===== config.mk =====
export PLATFORM = sky130hd
export DESIGN_NAME = pokey_mux_arbiter
export DESIGN_NICKNAME = d
export VERILOG_FILES = /design/src/rtl/pokey_mux_arbiter.sv
export SDC_FILE = /design/constraint.sdc
export NUM_CORES = 1
export LEC_CHECK = 0
export CAP_MARGIN = 5
export CORE_AREA = 2 2 61 46
export DETAILED_ROUTE_END_ITERATION = 6
export DIE_AREA = 0 0 63 48
export PLACE_DENSITY = 0.69
export RECOVER_POWER = 25
export SLEW_MARGIN = 10
export SYNTH_ARGS = -nofsm -noshare
export SYNTH_HDL_FRONTEND = slang
export SYNTH_SLANG_ARGS = --single-unit

===== constraint.sdc =====
create_clock -name clk -period 1.8 [get_ports clk]
set_input_delay 0.36 -clock clk [delete_from_list [all_inputs] [get_ports clk]]
set_output_delay 0.36 -clock clk [all_outputs]
set_load 0.005 [all_outputs]

===== src/rtl/pokey_mux_arbiter.sv =====
// Round-robin owner arbiter for the shared POKEY 4-way mux/demux select path.
// Define ARB_FIXED_PRIO_EN to make channel 0 the highest fixed priority instead.
module pokey_mux_arbiter #(
  parameter int HOLD_CYCLES = 4,
  parameter int CNT_W       = 8
) (
  input  logic       clk,
  input  logic       rst,
  input  logic       en,
  input  logic [3:0] req,
  output logic [3:0] gnt,
  output logic [1:0] sel,
  output logic       valid,
  output logic       done,
  output logic       busy
);

  // Handshake: req[i] is a level held by channel i until gnt[i] rises; the
  // owner keeps the path while req[i] stays high, up to HOLD_CYCLES cycles.
  typedef enum logic {IDLE = 1'b0, GRANT = 1'b1} state_t;

  localparam logic [CNT_W-1:0] HOLD_LAST = CNT_W'(HOLD_CYCLES - 1);

  state_t           state, state_nx;
  logic [1:0]       ptr, ptr_nx;
  logic [CNT_W-1:0] cnt, cnt_nx;
  logic [3:0]       gnt_nx;
  logic [1:0]       sel_nx;
  logic             done_nx;
  logic             win_found;
  logic [1:0]       win;
`ifndef ARB_FIXED_PRIO_EN
  logic [1:0]       idx;
`endif

  // Winner search; descending scan so the lowest offset assigns last.
  always_comb begin
    win_found = 1'b0;
    win       = 2'd0;
`ifdef ARB_FIXED_PRIO_EN
    for (int i = 3; i >= 0; i--) begin
      if (req[i]) begin
        win_found = 1'b1;
        win       = 2'(i);
      end
    end
`else
    idx = 2'd0;
    for (int i = 3; i >= 0; i--) begin
      idx = ptr + 2'(i);
      if (req[idx]) begin
        win_found = 1'b1;
        win       = idx;
      end
    end
`endif
  end

  always_ff @(posedge clk or posedge rst) begin
    if (rst) begin
      state <= IDLE;
      ptr   <= 2'd0;
      cnt   <= '0;
      gnt   <= 4'd0;
      sel   <= 2'd0;
      valid <= 1'b0;
      done  <= 1'b0;
      busy  <= 1'b0;
    end else begin
      state <= state_nx;
      ptr   <= ptr_nx;
      cnt   <= cnt_nx;
      gnt   <= gnt_nx;
      sel   <= sel_nx;
      valid <= |gnt_nx;
      done  <= done_nx;
      busy  <= (state_nx == GRANT);
    end
  end

  always_comb begin
    state_nx = state;
    case (state)
      IDLE:    if (en && win_found) state_nx = GRANT;
      GRANT:   if (!req[sel] || cnt == '0) state_nx = IDLE;
      default: state_nx = IDLE;
    endcase
  end

  // done is predicted one cycle early so it lands in the last grant cycle.
  always_comb begin
    gnt_nx  = 4'd0;
    sel_nx  = sel;
    cnt_nx  = cnt;
    ptr_nx  = ptr;
    done_nx = 1'b0;
    case (state)
      IDLE: begin
        if (en && win_found) begin
          gnt_nx  = 4'b0001 << win;
          sel_nx  = win;
          cnt_nx  = HOLD_LAST;
          done_nx = (HOLD_LAST == '0);
`ifdef ARB_FIXED_PRIO_EN
          ptr_nx  = 2'd0;
`else
          ptr_nx  = win + 2'd1;
`endif
        end
      end
      GRANT: begin
        if (req[sel] && cnt != '0) begin
          gnt_nx  = gnt;
          cnt_nx  = cnt - CNT_W'(1);
          done_nx = (cnt == CNT_W'(1));
        end
      end
      default: ;
    endcase
  end

endmodule


-- Word level (Yosys, flattened, before mapping)
Index checks and enable logic that the tools add are counted.
- register bits after elaboration: 19
- output and inout bits: 9
- word-level logic and storage cells: 60
- add/subtract/negate cells: 5
- $lt $le $gt $ge: 5
- equal/unequal tests: 3
- shifts and indexed selects: 1
- multiplexer cells: 29
- bitwise operators: 1
- reductions and logical operators: 9
- operators by type and width (operator ; count):
    $mux W8 ; 2
    $pmux W8 S2 ; 1
    $lt A2 B3 Y1 const B ; 5
    $mux W1 ; 12
    $bmux W1 S2 ; 5
    $eq A8 B1 Y1 const B ; 1
    $logic_not A8 Y1 ; 1
    $mux W2 ; 4
    $mux W4 ; 2
    $pmux W4 S2 ; 1
    $reduce_bool A8 Y1 ; 1
    $sub A8 B1 Y8 const B ; 1
    $add A2 B1 Y2 const B ; 2
    $add A2 B2 Y2 const B ; 2
    $pmux W1 S2 ; 2
    $reduce_and A2 Y1 ; 2
    $reduce_or A4 Y1 ; 1
    $shl A1 B2 Y4 const A ; 1
    $logic_and A1 B1 Y1 ; 2
    $ne A2 B1 Y1 const B ; 1
    $ne A2 B2 Y1 const B ; 1
    $logic_not A1 Y1 ; 1
    $logic_or A1 B1 Y1 ; 1
    $not A1 Y1 ; 1

-- Depth between registers and ports, before layout
- word-level depth: 11
- mapped depth: 7
- gate-level depth less buffers: 7

-- Least setup slack after synthesis
OpenSTA, ideal clock, no wires.
- path kind: register to register
- start: register cnt[0]
- end: register cnt[6]
- setup time: 0.124 ns
- arrival: 1.747 ns
- required time: 1.676 ns
- slack: -0.071 ns
- stages on the path, launching flop included: 7
- path buffers: 0
- clock period less this slack: 1.871 ns
- path through: dfrtp_1 -> inv_1 -> ha_1 -> or3b_1 -> or3_1 -> and3_1 -> a211o_1
- word-level cells in the longest chain between the ends: 4
- ends and longest elaborated chain (element ; line ; RTL):
    start: declaration ; 26 ; logic [CNT_W-1:0] cnt, cnt_nx;
    start signal: assignment ; 72 ; cnt <= cnt_nx;
    branches (longest 4 deep; another with $sub A8 B1 Y8) ; - ;
Several ways; the timed one is not identified. The select of a mux whose other input is x is not followed.
A chain may end at the register's enable or synchronous reset.

-- Final worst setup path
Same ends and word-level chain as after synthesis.

==> impl_metrics.tcl <==
set metrics [dict create \
    status "complete, but fails checks" \
    violations "setup timing" \
    fin_crit_sh_pct 103 \
    crit_required_ns 2.00 \
    finalWirelength_mm 2.70 \
    hpwlAfterDp_mm 1.76 \
    synth-compound-area-share_pct 16.8 \
    syn_area_per_cell_um2 10.9 \
    synth.net_count 111 \
    ios 16 \
    finalWorstSetupSlack_ns -0.0625 \
    combPwrFrac_pct 63.0 \
    finClkSkew_ns 0.00580 \
    r2r_cells 6 \
    synthArstFlopShare_pct 100 \
    insertion_delay_ns 0.30 \
    power.switching_mw 1.05 \
    start_util_pct 44.3 \
    cts_htree_levels 1 \
    synthesis.area_um2 1060 \
    drtPass1Iterations 4 \
    hold_viol 0 \
    synth_xor_xnor_area_share_pct 0.829 \
    io_buffers 15 \
    drt_iter0_drc 26 \
    ys_warn_count 0 \
    yosysMostFrequentCell "dfrtp_1" \
    synth_fa_ha_area_share_pct 8.29 \
    synth_common_cells "19 x dfrtp_1, 8 x inv_1, 7 x ha_1" \
    critPathLaunch "cnt[0]" \
    netSwitchingFraction_pct 39.3 \
    min_from "gnt[2]" \
    setup_total_negative_slack_ns -0.171 \
    fp.dieW_um 63 \
    finalCriticalPeriod_ns 1.86 \
    syn_inst 97 \
    antenna-diode-count 0 \
    core_um2 2380 \
    relSlewSlack_pct 33.3 \
    fillers 204 \
    num_rows 15 \
    synth_top_family_by_area "simple AND/OR/NAND/NOR gates" \
    synth_mux_area_share_pct 6.28 \
    die_height_um 48 \
    drive_gt1_share_pct 43.8 \
    p_int_mw 1.62 \
    power_density_nw_per_um2 1660 \
    synth_edf_count 0 \
    place.gp.congestion 0.848 \
    rsz0062_at_grt "yes" \
    path_clk_slew_ns 0.11 \
    yosysSeqAreaShare_pct 45.0 \
    final-max-slew-violation-count 0 \
    cts_made_buffers 3 \
    setup_viol 4 \
    reg2reg_to "cnt[6]" \
    slowest_stage "dfrtp_1" \
    synth_top_cell_area_share_pct 45.0 \
    cap_viol_max_count 0 \
    overflow 0 \
    fin_util_pct 67.6 \
    cp.arrival_ns 2.06 \
    r2r_slack_ns -0.06 \
    fmax_mhz 537 \
    hold_class "reg2reg" \
    grt_first_pass_wirelength_mm 4.27 \
    critPathLaunchType "register" \
    path_class "reg2reg" \
    critPathBufInv 1 \
    seq_power_share_pct 28.8 \
    antenna_found_initial 0 \
    dieArea_um2 3020 \
    wl_per_cell_um 15.0 \
    cpPeakStageDelay_ns 0.40 \
    fin_nets 161 \
    crit_path_max_fanout 3 \
    synthSimpleGateAreaFrac_pct 18.4 \
    p_clk_share_pct 8.2 \
    endpoint_kind "register" \
    drc 0 \
    hold_depth 1 \
    cp_top_family "simple AND/OR/NAND/NOR gates" \
    syn2layout_area_growth_pct 52.5 \
    pre_cts_ws_ns -0.544 \
    track_usage_pct 19.1 \
    drtAntennaViolNets 0 \
    cts.path.max_buffers 2 \
    yosys-top-cells-area "dfrtp_1 45%, ha_1 8.3%, nor3b_1 4.3%, a211o_1 4.1%, a22o_1 3.3%" \
    worstMarginPinSlew_ns 1.00 \
    synth_area_leader_cell "dfrtp_1" \
    grt_max_degree 20 \
    crit_chain "inv_2, ha_4, or3b_4, or3_4, and3_4, a211o_1" \
    grt_pass1_vias 933 \
    cts.sinks 19 \
    ys_seq_elements 19 \
    cts_hold_buf 0 \
    ys_types 31 \
    p_leak_nw 0.763 \
    vdd.ir_drop.worst_mv 0.943 \
    cts_root_buf "clkbuf_4" \
    hold_end "gnt[2]" \
    r2r_start "cnt[0]" \
    tritoncts "done" \
    vias 937 \
    viasPerCell 5.21 \
    synthFlopType "dfrtp_1" \
]
## timing repair
item | in CTS | in global routing
gates cloned | 1 | 0
pin swaps | 5 | 7
setup endpoints to repair | 12 | 13
resized for setup | 13 | 13
setup buffers | 4 | 3
## flip-flops by register name (all words and copies together) (netlist names)
register,count
state,1
gnt,4
ptr,2
done,1
valid,1
cnt,8
sel,2
## through the flow
step           cell area, um2  instances  hold WS [ns]  power [mW]
2_1_floorplan            1080         97         0.311        1.47
3_3_place_gp             1430        168         0.507        2.07
3_5_place_dp             1430        168         0.508        2.11
4_1_cts                  1540        177         0.391        2.52
5_1_grt                  1610        180         0.577        2.87
6_report                 1610        180         0.538        2.67
## worst max-delay path by stage
stage	endpoint	slack [ns]	cells after the start
after floorplan	cnt[6]	-0.03	6
after global placement	valid	-0.45	8
after detailed placement	valid	-0.54	8
after CTS	cnt[5]	-0.03	6
after global routing	cnt[6]	-0.14	6
final	cnt[6]	-0.06	6
## power groups by stage
stage	Sequential, mW	Clock, mW	Combinational [mW]
floorplan	0.771	0	0.696
global placement	0.756	0	1.32
detailed placement	0.761	0	1.35
CTS	0.768	0.225	1.53
global route	0.797	0.244	1.83
finish	0.768	0.219	1.68
## layout make-up
type                    count  area, um2  area share, %
multi-input cells          69        657           40.8
flip-flops and latches     19        477           29.6
repair buffers             46        378           23.5
well taps                  34       42.5           2.64
inverters                   8       30.0           1.86
clock buffers               4       26.3           1.63
## cells by family (layout without fill, tap and decap cells)
logic type,Yosys count,in the layout
adder cells (fa/ha/maj),7,7
AND/OR/NAND/NOR,32,32
AO/OA/AOI/OAI,23,24
XOR/XNOR,1,1
flip-flops,19,19
buffers and inverters,10,58
multiplexers,5,5
## metal layers
layer / share of wire [%] / track usage [%] / up-vias
met5: 0 / 0 / -
met4: 0.52 / 4.00 / 0
met3: 3.6 / 5.65 / 2
met2: 51 / 36.6 / 15
met1: 45 / 22.2 / 460
li1: - / - / 460
## layout by cell type (no fill, tap or decap), types with 4 or more instances in the layout
| master | synthesis | routed |
|---|---|---|
| nor2_1 | 5 | 5 |
| dlygate4sd2_1 | 0 | 4 |
| a21oi_1 | 5 | 4 |
| a211o_1 | 5 | 5 |
| clkdlybuf4s50_1 | 0 | 10 |
| buf_4 | 0 | 29 |
| dfrtp_1 | 19 | 18 |
| inv_1 | 8 | 6 |
| nor3b_2 | 0 | 4 |
| o21ai_0 | 5 | 4 |
| a22o_1 | 4 | 4 |
(Power assumes the default switching activity.)
